File: config.mk
export PLATFORM = sky130hd
export DESIGN_NAME = mem_bus_arbiter
export DESIGN_NICKNAME = d
export VERILOG_FILES = /design/src/rtl/mem_bus_arbiter.sv
export SDC_FILE = /design/constraint.sdc
export NUM_CORES = 1
export LEC_CHECK = 0
export ABC_AREA = 0
export BUFFER_PORTS_ARGS = -buffer_cell sky130_fd_sc_hd__buf_4
export CORE_MARGIN = 10
export CORE_UTILIZATION = 29
export DETAILED_ROUTE_END_ITERATION = 8
export HOLD_SLACK_MARGIN = 0.05
export PLACE_DENSITY_LB_ADDON = 0.2
export SYNTH_ARGS = -nofsm -noshare
export SYNTH_HDL_FRONTEND = slang
export SYNTH_SLANG_ARGS = --single-unit
File: constraint.sdc
create_clock -name clk -period 1.8 [get_ports clk]
set_input_delay 0.18 -clock clk [delete_from_list [all_inputs] [get_ports clk]]
set_output_delay 0.18 -clock clk [all_outputs]
set_load 0.01 [all_outputs]
File: src/rtl/mem_bus_arbiter.sv
// mem_bus_arbiter
//   Shares the memory-map decoder bus between the multicycle CPU (master 0)
//   and the UART loader / debug master (master 1). Ownership is decided by
//   an owner FSM: IDLE -> OWN_CPU / OWN_LDR -> (TURN) -> other owner. A
//   one-cycle TURN separates the two owners. While the other master waits,
//   an owner is forced off after MAX_HOLD beats unless the loader holds
//   ldr_lock.
//
// Ports
//   clk, rst         clock, asynchronous active-low reset
//   cpu_*            CPU request side; cpu_stall = cpu_req & ~cpu_gnt
//   ldr_*            loader request side; ldr_lock blocks forced hand-off
//   bus_re/bus_we    MemRead / MemWrite to the decoder (one per beat)
//   bus_addr/wdata   owner's address / write data, CPU's when no beat
//   bus_rdata        decoder read data, valid one cycle after a read beat
module mem_bus_arbiter #(
    parameter int ADDR_LENGTH = 32,
    parameter int DATA_LENGTH = 32,
    parameter int MAX_HOLD    = 16
) (
    input  logic                   clk,
    input  logic                   rst,
    input  logic                   cpu_req,
    input  logic                   cpu_we,
    input  logic [ADDR_LENGTH-1:0] cpu_addr,
    input  logic [DATA_LENGTH-1:0] cpu_wdata,
    output logic                   cpu_gnt,
    output logic                   cpu_rvalid,
    output logic                   cpu_stall,
    input  logic                   ldr_req,
    input  logic                   ldr_we,
    input  logic                   ldr_lock,
    input  logic [ADDR_LENGTH-1:0] ldr_addr,
    input  logic [DATA_LENGTH-1:0] ldr_wdata,
    output logic                   ldr_gnt,
    output logic                   ldr_rvalid,
    output logic                   bus_re,
    output logic                   bus_we,
    output logic [ADDR_LENGTH-1:0] bus_addr,
    output logic [DATA_LENGTH-1:0] bus_wdata,
    input  logic [DATA_LENGTH-1:0] bus_rdata
);

    typedef enum logic [1:0] {IDLE, OWN_CPU, OWN_LDR, TURN} state_e;
    typedef enum logic {M_CPU = 1'b0, M_LDR = 1'b1} master_e;

    localparam logic [7:0] HOLD_LAST = 8'(MAX_HOLD - 1);

    state_e     state_q, state_d;
    master_e    last_owner_q, last_owner_d;
    master_e    pending_next_q, pending_next_d;
    logic [7:0] hold_cnt_q, hold_cnt_d;
    logic       cpu_rvalid_q, cpu_rvalid_d;
    logic       ldr_rvalid_q, ldr_rvalid_d;

    logic       cpu_beat, ldr_beat;
    logic       own_req, oth_req, locked;
    master_e    own_id, oth_id;

    assign cpu_gnt   = (state_q == OWN_CPU);
    assign ldr_gnt   = (state_q == OWN_LDR);
    assign cpu_beat  = cpu_gnt & cpu_req;
    assign ldr_beat  = ldr_gnt & ldr_req;
    assign cpu_stall = cpu_req & ~cpu_gnt;

    // Owner-relative view; only meaningful in the OWN states.
    assign own_req = (state_q == OWN_LDR) ? ldr_req : cpu_req;
    assign oth_req = (state_q == OWN_LDR) ? cpu_req : ldr_req;
    assign own_id  = (state_q == OWN_LDR) ? M_LDR : M_CPU;
    assign oth_id  = (state_q == OWN_LDR) ? M_CPU : M_LDR;
    assign locked  = (state_q == OWN_LDR) & ldr_lock;

    // Bus is forced to its reset values while rst is low, since the
    // address/data otherwise follow the CPU inputs combinationally.
    assign bus_re    = rst & ((cpu_beat & ~cpu_we) | (ldr_beat & ~ldr_we));
    assign bus_we    = rst & ((cpu_beat & cpu_we) | (ldr_beat & ldr_we));
    assign bus_addr  = !rst ? '0 : (ldr_beat ? ldr_addr : cpu_addr);
    assign bus_wdata = !rst ? '0 : (ldr_beat ? ldr_wdata : cpu_wdata);

    assign cpu_rvalid = cpu_rvalid_q;
    assign ldr_rvalid = ldr_rvalid_q;

    always_comb begin
        state_d        = state_q;
        last_owner_d   = last_owner_q;
        pending_next_d = pending_next_q;
        hold_cnt_d     = hold_cnt_q;
        cpu_rvalid_d   = cpu_beat & ~cpu_we;
        ldr_rvalid_d   = ldr_beat & ~ldr_we;

        case (state_q)
            IDLE: begin
                hold_cnt_d = '0;
                if (cpu_req && ldr_req)
                    state_d = (last_owner_q == M_LDR) ? OWN_CPU : OWN_LDR;
                else if (cpu_req)
                    state_d = OWN_CPU;
                else if (ldr_req)
                    state_d = OWN_LDR;
            end
            OWN_CPU, OWN_LDR: begin
                if (!own_req) begin
                    last_owner_d = own_id;
                    if (oth_req) begin
                        state_d        = TURN;
                        pending_next_d = oth_id;
                    end else begin
                        state_d = IDLE;
                    end
                end else if (oth_req) begin
                    // This beat completes; hand-off happens after it.
                    if (hold_cnt_q == HOLD_LAST && !locked) begin
                        state_d        = TURN;
                        pending_next_d = oth_id;
                        last_owner_d   = own_id;
                    end else if (hold_cnt_q != HOLD_LAST) begin
                        hold_cnt_d = hold_cnt_q + 8'd1;
                    end
                end
            end
            TURN: begin
                // Granted even if the pending master dropped its request;
                // it then leaves through the normal OWN exit.
                hold_cnt_d = '0;
                state_d    = (pending_next_q == M_CPU) ? OWN_CPU : OWN_LDR;
            end
            default: state_d = IDLE;
        endcase
    end

    always_ff @(posedge clk or negedge rst) begin
        if (!rst) begin
            state_q        <= IDLE;
            last_owner_q   <= M_LDR;
            pending_next_q <= M_CPU;
            hold_cnt_q     <= '0;
            cpu_rvalid_q   <= 1'b0;
            ldr_rvalid_q   <= 1'b0;
        end else begin
            state_q        <= state_d;
            last_owner_q   <= last_owner_d;
            pending_next_q <= pending_next_d;
            hold_cnt_q     <= hold_cnt_d;
            cpu_rvalid_q   <= cpu_rvalid_d;
            ldr_rvalid_q   <= ldr_rvalid_d;
        end
    end

endmodule

==> impl_metrics.json, run 1 <==
{
  "maxSlewHeadroom": 0.815,
  "io_pins": 238,
  "tightestPinTransition_ps": 276,
  "powerDensity_nw_per_um2": 825,
  "drtIter0Drc": 95,
  "grt.overflow.total": 0,
  "setup_slack_ps": -7.86,
  "numClockSinks": 14,
  "cts-root-buf": "clkbuf_8",
  "layout_commonest_cell": "buf_4",
  "place.gp.congestion": 0.865,
  "fp-row-count": 30,
  "ir_worst_vdd_mv": 0.639,
  "via_per_inst": 4.86,
  "grt_max_degree": 48,
  "cp_num_buf_inv": 3,
  "start_util": 0.294,
  "syn-num-nets": 487,
  "cp-end-kind": "output pin",
  "cts_max_path_buffers": 2,
  "ys_warn_count": 0,
  "h-tree-depth": 1,
  "fin_util": 0.597,
  "synthesis.area_um2": 1980,
  "grt_pass1_vias": 2749,
  "die_h_um": 103,
  "vias": 2890,
  "clock_skew_ps": 3.12,
  "avgRoutedWirePerCell_um": 18.6,
  "ys_ff_latch": 14,
  "nets": 689,
  "chipWidth_um": 103,
  "avgSynthCellArea_um2": 6.29,
  "finalMaxSlewViolations": 0,
  "worstPathRequired_ps": 1620,
  "hp-class": "primary input to async pin",
  "cts_made_buffers": 3,
  "core_um2": 6720,
  "antenna_cells": 0,
  "postRouteWirelength_mm": 11.1,
  "cp_slowest_cell": "dfrtp_1",
  "ant_nets": 0,
  "worstSkewPairLatency_ps": 250,
  "netlist_instances": 314,
  "maxCapViolCount": 0,
  "grtUsageTotal": 0.182,
  "setup.worst_path.start_class": "flip-flop",
  "dp_hpwl_mm": 8.85,
  "cp_top_family": "flip-flops",
  "antenna_found_initial": 0,
  "clk_pin_slew_ps": 60,
  "instances_no_fill": 595,
  "cp_data_arrival_time_ps": 1630,
  "ys_types": 37,
  "yosysSeqAreaShare": 0.178,
  "die_area_um2": 10500,
  "worstPathCellList": "inv_2 -> ha_4 -> and2_4 -> buf_12 -> nand2_1 -> a21boi_2 -> buf_4",
  "multi_input_area_um2": 1700,
  "hold_viol_final": 0,
  "seq_area_um2": 352,
  "status": "complete, but fails checks",
  "drive_above_1_share": 0.563,
  "grt_pass1_wl_mm": 15.3,
  "p_leak_uw": 0.00203,
  "dr.pass1.iters": 4,
  "fmax_mhz": 553,
  "fin_crit_ps": 1810,
  "crit_type": "flip-flop to output pin",
  "drc": 0,
  "rsz0062_at_grt": "true",
  "setup_viol": 5,
  "place_ws_ps": 72.3,
  "num-fill-cells": 628,
  "syn_to_final_growth_pct": 103,
  "violations": "negative setup slack",
  "fin_crit_sh": 1.00,
  "final_cell_mix": "213 x buf_4, 133 x nand2_1, 54 x a21boi_2, 13 x dfrtp_1, 12 x nor2_1",
  "cts_tree": "built",
  "dp_cells": 585,
  "hold-worst-slack_ps": 41.1,
  "crit_path_max_fanout": 15,
  "max_stage_delay_ps": 400,
  "io_buffer_count": 205
}
## report_power, final
group          internal, uW  total [uW]  switching, uW
sequential              393         460           67.3
clock                   194         318            124
combinational          1240        2530           1290
## metrics by stage
step	area, um2	power, uW	setup TNS, ps
floorplan	2170	1730	-26.4
global route	4010	3550	-3160
CTS	4000	3310	-1000
detailed placement	3810	2770	0
global placement	3810	2730	0
finish	4010	3310	-16.4
## cell type report
cell class                 instances  area share
sequential                        14      0.0877
clock buffer                       4      0.0137
multi-input combinational        268       0.425
timing repair buffer             222       0.442
tap                               80      0.0250
inverter                           7     0.00655
## sequential cells by signal, summed over array words and instances, names as in the netlist
register / flops
hold_cnt_q: 8
last_owner_q: 1
ldr_rvalid: 1
pending_next_q: 1
cpu_rvalid: 1
state_q: 2
## cells by family (layout without fill, tap and decap cells)
group / after synthesis / in the layout / share of synthesized area
buffers and inverters: 32 / 233 / 0.0779
multiplexers: 3 / 3 / 0.0152
AND/OR/NAND/NOR: 167 / 167 / 0.348
XOR/XNOR: 5 / 5 / 0.0222
adder cells (fa/ha/maj): 6 / 6 / 0.0380
AO/OA/AOI/OAI: 87 / 87 / 0.321
flip-flops: 14 / 14 / 0.178
## per-layer routing
| layer | vias to the layer above | wire [um] | track usage |
|---|---|---|---|
| li1 | 1440 | - | - |
| met1 | 1331 | 4320 | 0.213 |
| met2 | 109 | 5780 | 0.326 |
| met3 | 10 | 814 | 0.0402 |
| met4 | 0 | 176 | 0.0434 |
| met5 | - | 0 | 0 |
## Yosys cell counts
library cell	instances	area (um2)
nor2_1	12	45.0
and3_1	1	6.26
a31oi_1	2	12.5
a211oi_1	2	15.0
inv_1	7	26.3
nor4_4	1	21.3
mux2i_1	3	30.0
a32o_1	1	10.0
xnor2_1	4	35.0
clkbuf_1	14	52.6
nand2_1	136	510
and3_2	1	7.51
o21ai_0	5	25.0
ha_1	6	75.1
buf_6	2	22.5
xor2_1	1	8.76
nor3b_1	1	7.51
or3_1	1	6.26
o31a_1	1	8.76
dlymetal6s2s_1	1	12.5
clkbuf_2	1	5.00
dfstp_2	1	26.3
a21oi_1	5	25.0
o2bb2ai_1	1	8.76
nor2b_1	4	25.0
nor3_1	1	5.00
a311oi_1	1	8.76
dfrtp_1	13	325
o21a_1	1	7.51
o211ai_1	2	15.0
and3b_2	1	10.0
buf_2	7	35.0
a21boi_0	64	480
a32oi_1	2	17.5
nand3_1	6	30.0
nand4_1	1	6.26
and2_1	1	6.26
## worst register-to-register path: stages (launching register included)
cell	delay (ps)
dfrtp_1	380
inv_2	70
ha_4	170
nand2_2	160
clkbuf_16	230
o21ai_0	100
a32o_1	300
mux2i_1	130
## path summary, 6_finish.rpt
kind | start | endpoint | slack, ps | cells past startpoint
setup reg to reg | state_q[0] | state_q[0] | 140 | 7
hold reg to reg | hold_cnt_q[3] | hold_cnt_q[3] | 510 | 1
max in group asynchronous | rst | hold_cnt_q[3] | 1070 | 2
min in group clk | cpu_we | cpu_rvalid | 100 | 2
setup / recovery | state_q[0] | bus_wdata[12] | -8 | 7
hold / removal | rst | hold_cnt_q[7] | 40 | 2
## what timing repair did
action / CTS / global route
gates cloned: 2 / 1
hold buffers: 1 / 0
pin swaps: 0 / 1
endpoints found under the hold margin: 4 / 0
endpoints found under the setup margin: 66 / 66
buffers inserted: 4 / 0
gates resized for setup: 6 / 15
No activity file was read; power rests on OpenSTA's default activity.
==> run 2: changes to the inputs <==
--- a/config.mk
+++ b/config.mk
@@ -10,7 +10,7 @@
 export CORE_MARGIN = 10
 export CORE_UTILIZATION = 29
 export DETAILED_ROUTE_END_ITERATION = 8
-export HOLD_SLACK_MARGIN = 0.05
+export HOLD_SLACK_MARGIN = 0.15
 export PLACE_DENSITY_LB_ADDON = 0.2
 export SYNTH_ARGS = -nofsm -noshare
 export SYNTH_HDL_FRONTEND = slang
==> run 2 against run 1 <==
The run still ends with negative setup slack left. Critical path type unchanged. Largest power group unchanged. Critical path depth unchanged. Routed wire length up 9.0%. Power up 12%. Largest cell class is now multi-input gates. Critical endpoint is now bus_wdata[29]. Highest routed layer unchanged. Register-to-register slack about the same.
==> impl_metrics.json, run 2 (same netlist as run 1, synthesis figures left out) <==
{
  "powerDensity_nw_per_um2": 834,
  "dpl_cell_area_um2": 3810,
  "drc": 0,
  "die_area_um2": 10500,
  "ir_worst_vdd_mv": 0.655,
  "num-fill-cells": 577,
  "cts_tree": "built",
  "final_area_um2": 4450,
  "hold_viol_final": 0,
  "start_util": 0.294,
  "io_buffer_count": 205,
  "setup_slack_ps": -39.1,
  "dp_hpwl_mm": 8.85,
  "setup.worst_path.end": "bus_wdata[29]",
  "rr_endpoint": "state_q[0]",
  "antenna_found_initial": 0,
  "violations": "negative setup slack",
  "layout_commonest_cell": "buf_4",
  "nets": 700,
  "highest_layer": "met4",
  "worstReg2RegStart": "state_q[1]",
  "power.switching_uw": 1670,
  "reg2reg_depth": 6,
  "h-tree-depth": 1,
  "p_leak_uw": 0.00235,
  "cts_made_buffers": 3,
  "setup.worst_path.start_class": "flip-flop",
  "syn_to_final_growth_pct": 125,
  "antenna_cells": 0,
  "drive_above_1_share": 0.646,
  "clock_skew_ps": 2.13,
  "avgRoutedWirePerCell_um": 19.9,
  "setup_viol": 39,
  "seqPwrFrac": 0.124,
  "via_per_inst": 4.95,
  "rsz0062_at_grt": "true",
  "hp-class": "primary input to async pin",
  "vias": 2999,
  "largest_register_ffs": 8,
  "reg2reg_slack_ps": 130,
  "maxSlewHeadroom": 0.770,
  "drtIter0Drc": 80,
  "power.share.switching": 0.451,
  "ant_nets": 0,
  "fp-row-count": 30,
  "worstSkewPairLatency_ps": 250,
  "grtUsageTotal": 0.183,
  "fin_crit_ps": 1840,
  "tightestPinTransition_ps": 343,
  "dr.pass1.iters": 4,
  "core_um2": 6720,
  "maxCapViolCount": 0,
  "top_regs": "hold_cnt_q (8), state_q (2)",
  "cellInternalPower_uw": 2040,
  "place.gp.congestion": 0.865,
  "met3_wirelength_um": 894,
  "die_h_um": 103,
  "grt_pass1_wl_mm": 15.4,
  "io_pins": 238,
  "cts_max_path_buffers": 2,
  "crit_start": "state_q[0]",
  "clk_pin_slew_ps": 60,
  "finalMaxSlewViolations": 0,
  "crit_type": "flip-flop to output pin",
  "cts-root-buf": "clkbuf_8",
  "fin_crit_sh": 1.02,
  "p_comb_frac": 0.790,
  "largest-register": "hold_cnt_q",
  "met1Wirelength_mm": 4.54,
  "grt.overflow.total": 0,
  "crit_path_max_fanout": 7,
  "final_cell_mix": "213 x buf_4, 94 x nand2_1, 58 x a21boi_2, 28 x nand2_4, 14 x nand2_2",
  "worstPathRequired_ps": 1620,
  "fmax_mhz": 544,
  "cp_data_arrival_time_ps": 1660,
  "place_ws_ps": 72.3,
  "postRouteWirelength_mm": 12.1,
  "wl_met2_mm": 6.36,
  "chipWidth_um": 103,
  "numClockSinks": 14,
  "grt_max_degree": 48,
  "grt_pass1_vias": 2762,
  "cp-end-kind": "output pin",
  "status": "complete, but fails checks",
  "p_clk_frac": 0.086
}
## run 2: critical path, stage by stage, from the launching register on
cell and delay [ps]:
dfrtp_1 400, inv_2 80, ha_4 150, and2_4 240, clkbuf_16 200, nand2_2 60, a21boi_2 120, buf_4 140
## run 2: timing repair
item / CTS / global route
gates cloned: 2 / 8
setup endpoints to repair: 66 / 66
setup buffers: 4 / 0
hold endpoints to repair: 15 / 0
pin swaps: 0 / 53
resized for setup: 6 / 87
hold buffers: 5 / 0
## run 2: through the flow
stage / hold slack [ps] / setup TNS [ps] / total power [uW] / cells / utilization
floorplan: -116 / -26.4 / 1730 / 314 / -
global placement: 88.8 / 0 / 2730 / 585 / 0.567
detailed placement: 90.8 / 0 / 2770 / 585 / 0.567
CTS: 236 / -1000 / 3320 / 600 / 0.601
global route: 268 / -4530 / 3950 / 606 / 0.662
finish: 218 / -400 / 3710 / 606 / 0.662
## run 2: worst min path at each step
| stage | start | endpoint | slack, ps | cells past startpoint |
|---|---|---|---|---|
| 4_1_cts | rst | last_owner_q | 240 | 2 |
| 6_report | rst | last_owner_q | 220 | 2 |
| 2_1_floorplan | rst | cpu_rvalid | -120 | 0 |
| 3_3_place_gp | rst | hold_cnt_q[2] | 90 | 1 |
| 5_1_grt | rst | last_owner_q | 270 | 2 |
| 3_5_place_dp | rst | hold_cnt_q[2] | 90 | 1 |
## run 2: cell type report
type                    instances  area, um2  share of cell area
well taps                      80        100              0.0225
clock buffers                   4       55.1              0.0124
flip-flops and latches         14        352              0.0790
inverters                       7       26.3             0.00591
repair buffers                232       1950               0.439
multi-input cells             269       1960               0.442
## run 2: per-layer routing
metal,up-vias,global-route usage
li1,1467,-
met1,1387,0.216
met2,127,0.328
met3,18,0.0402
met4,0,0.0434
met5,-,0
## run 2: power groups by stage
stage	clock network, uW	logic, uW	registers (uW)
finish	319	2930	460
floorplan	0	1280	449
global placement	0	2270	454
detailed placement	0	2310	459
CTS	322	2540	457
global route	333	3150	469
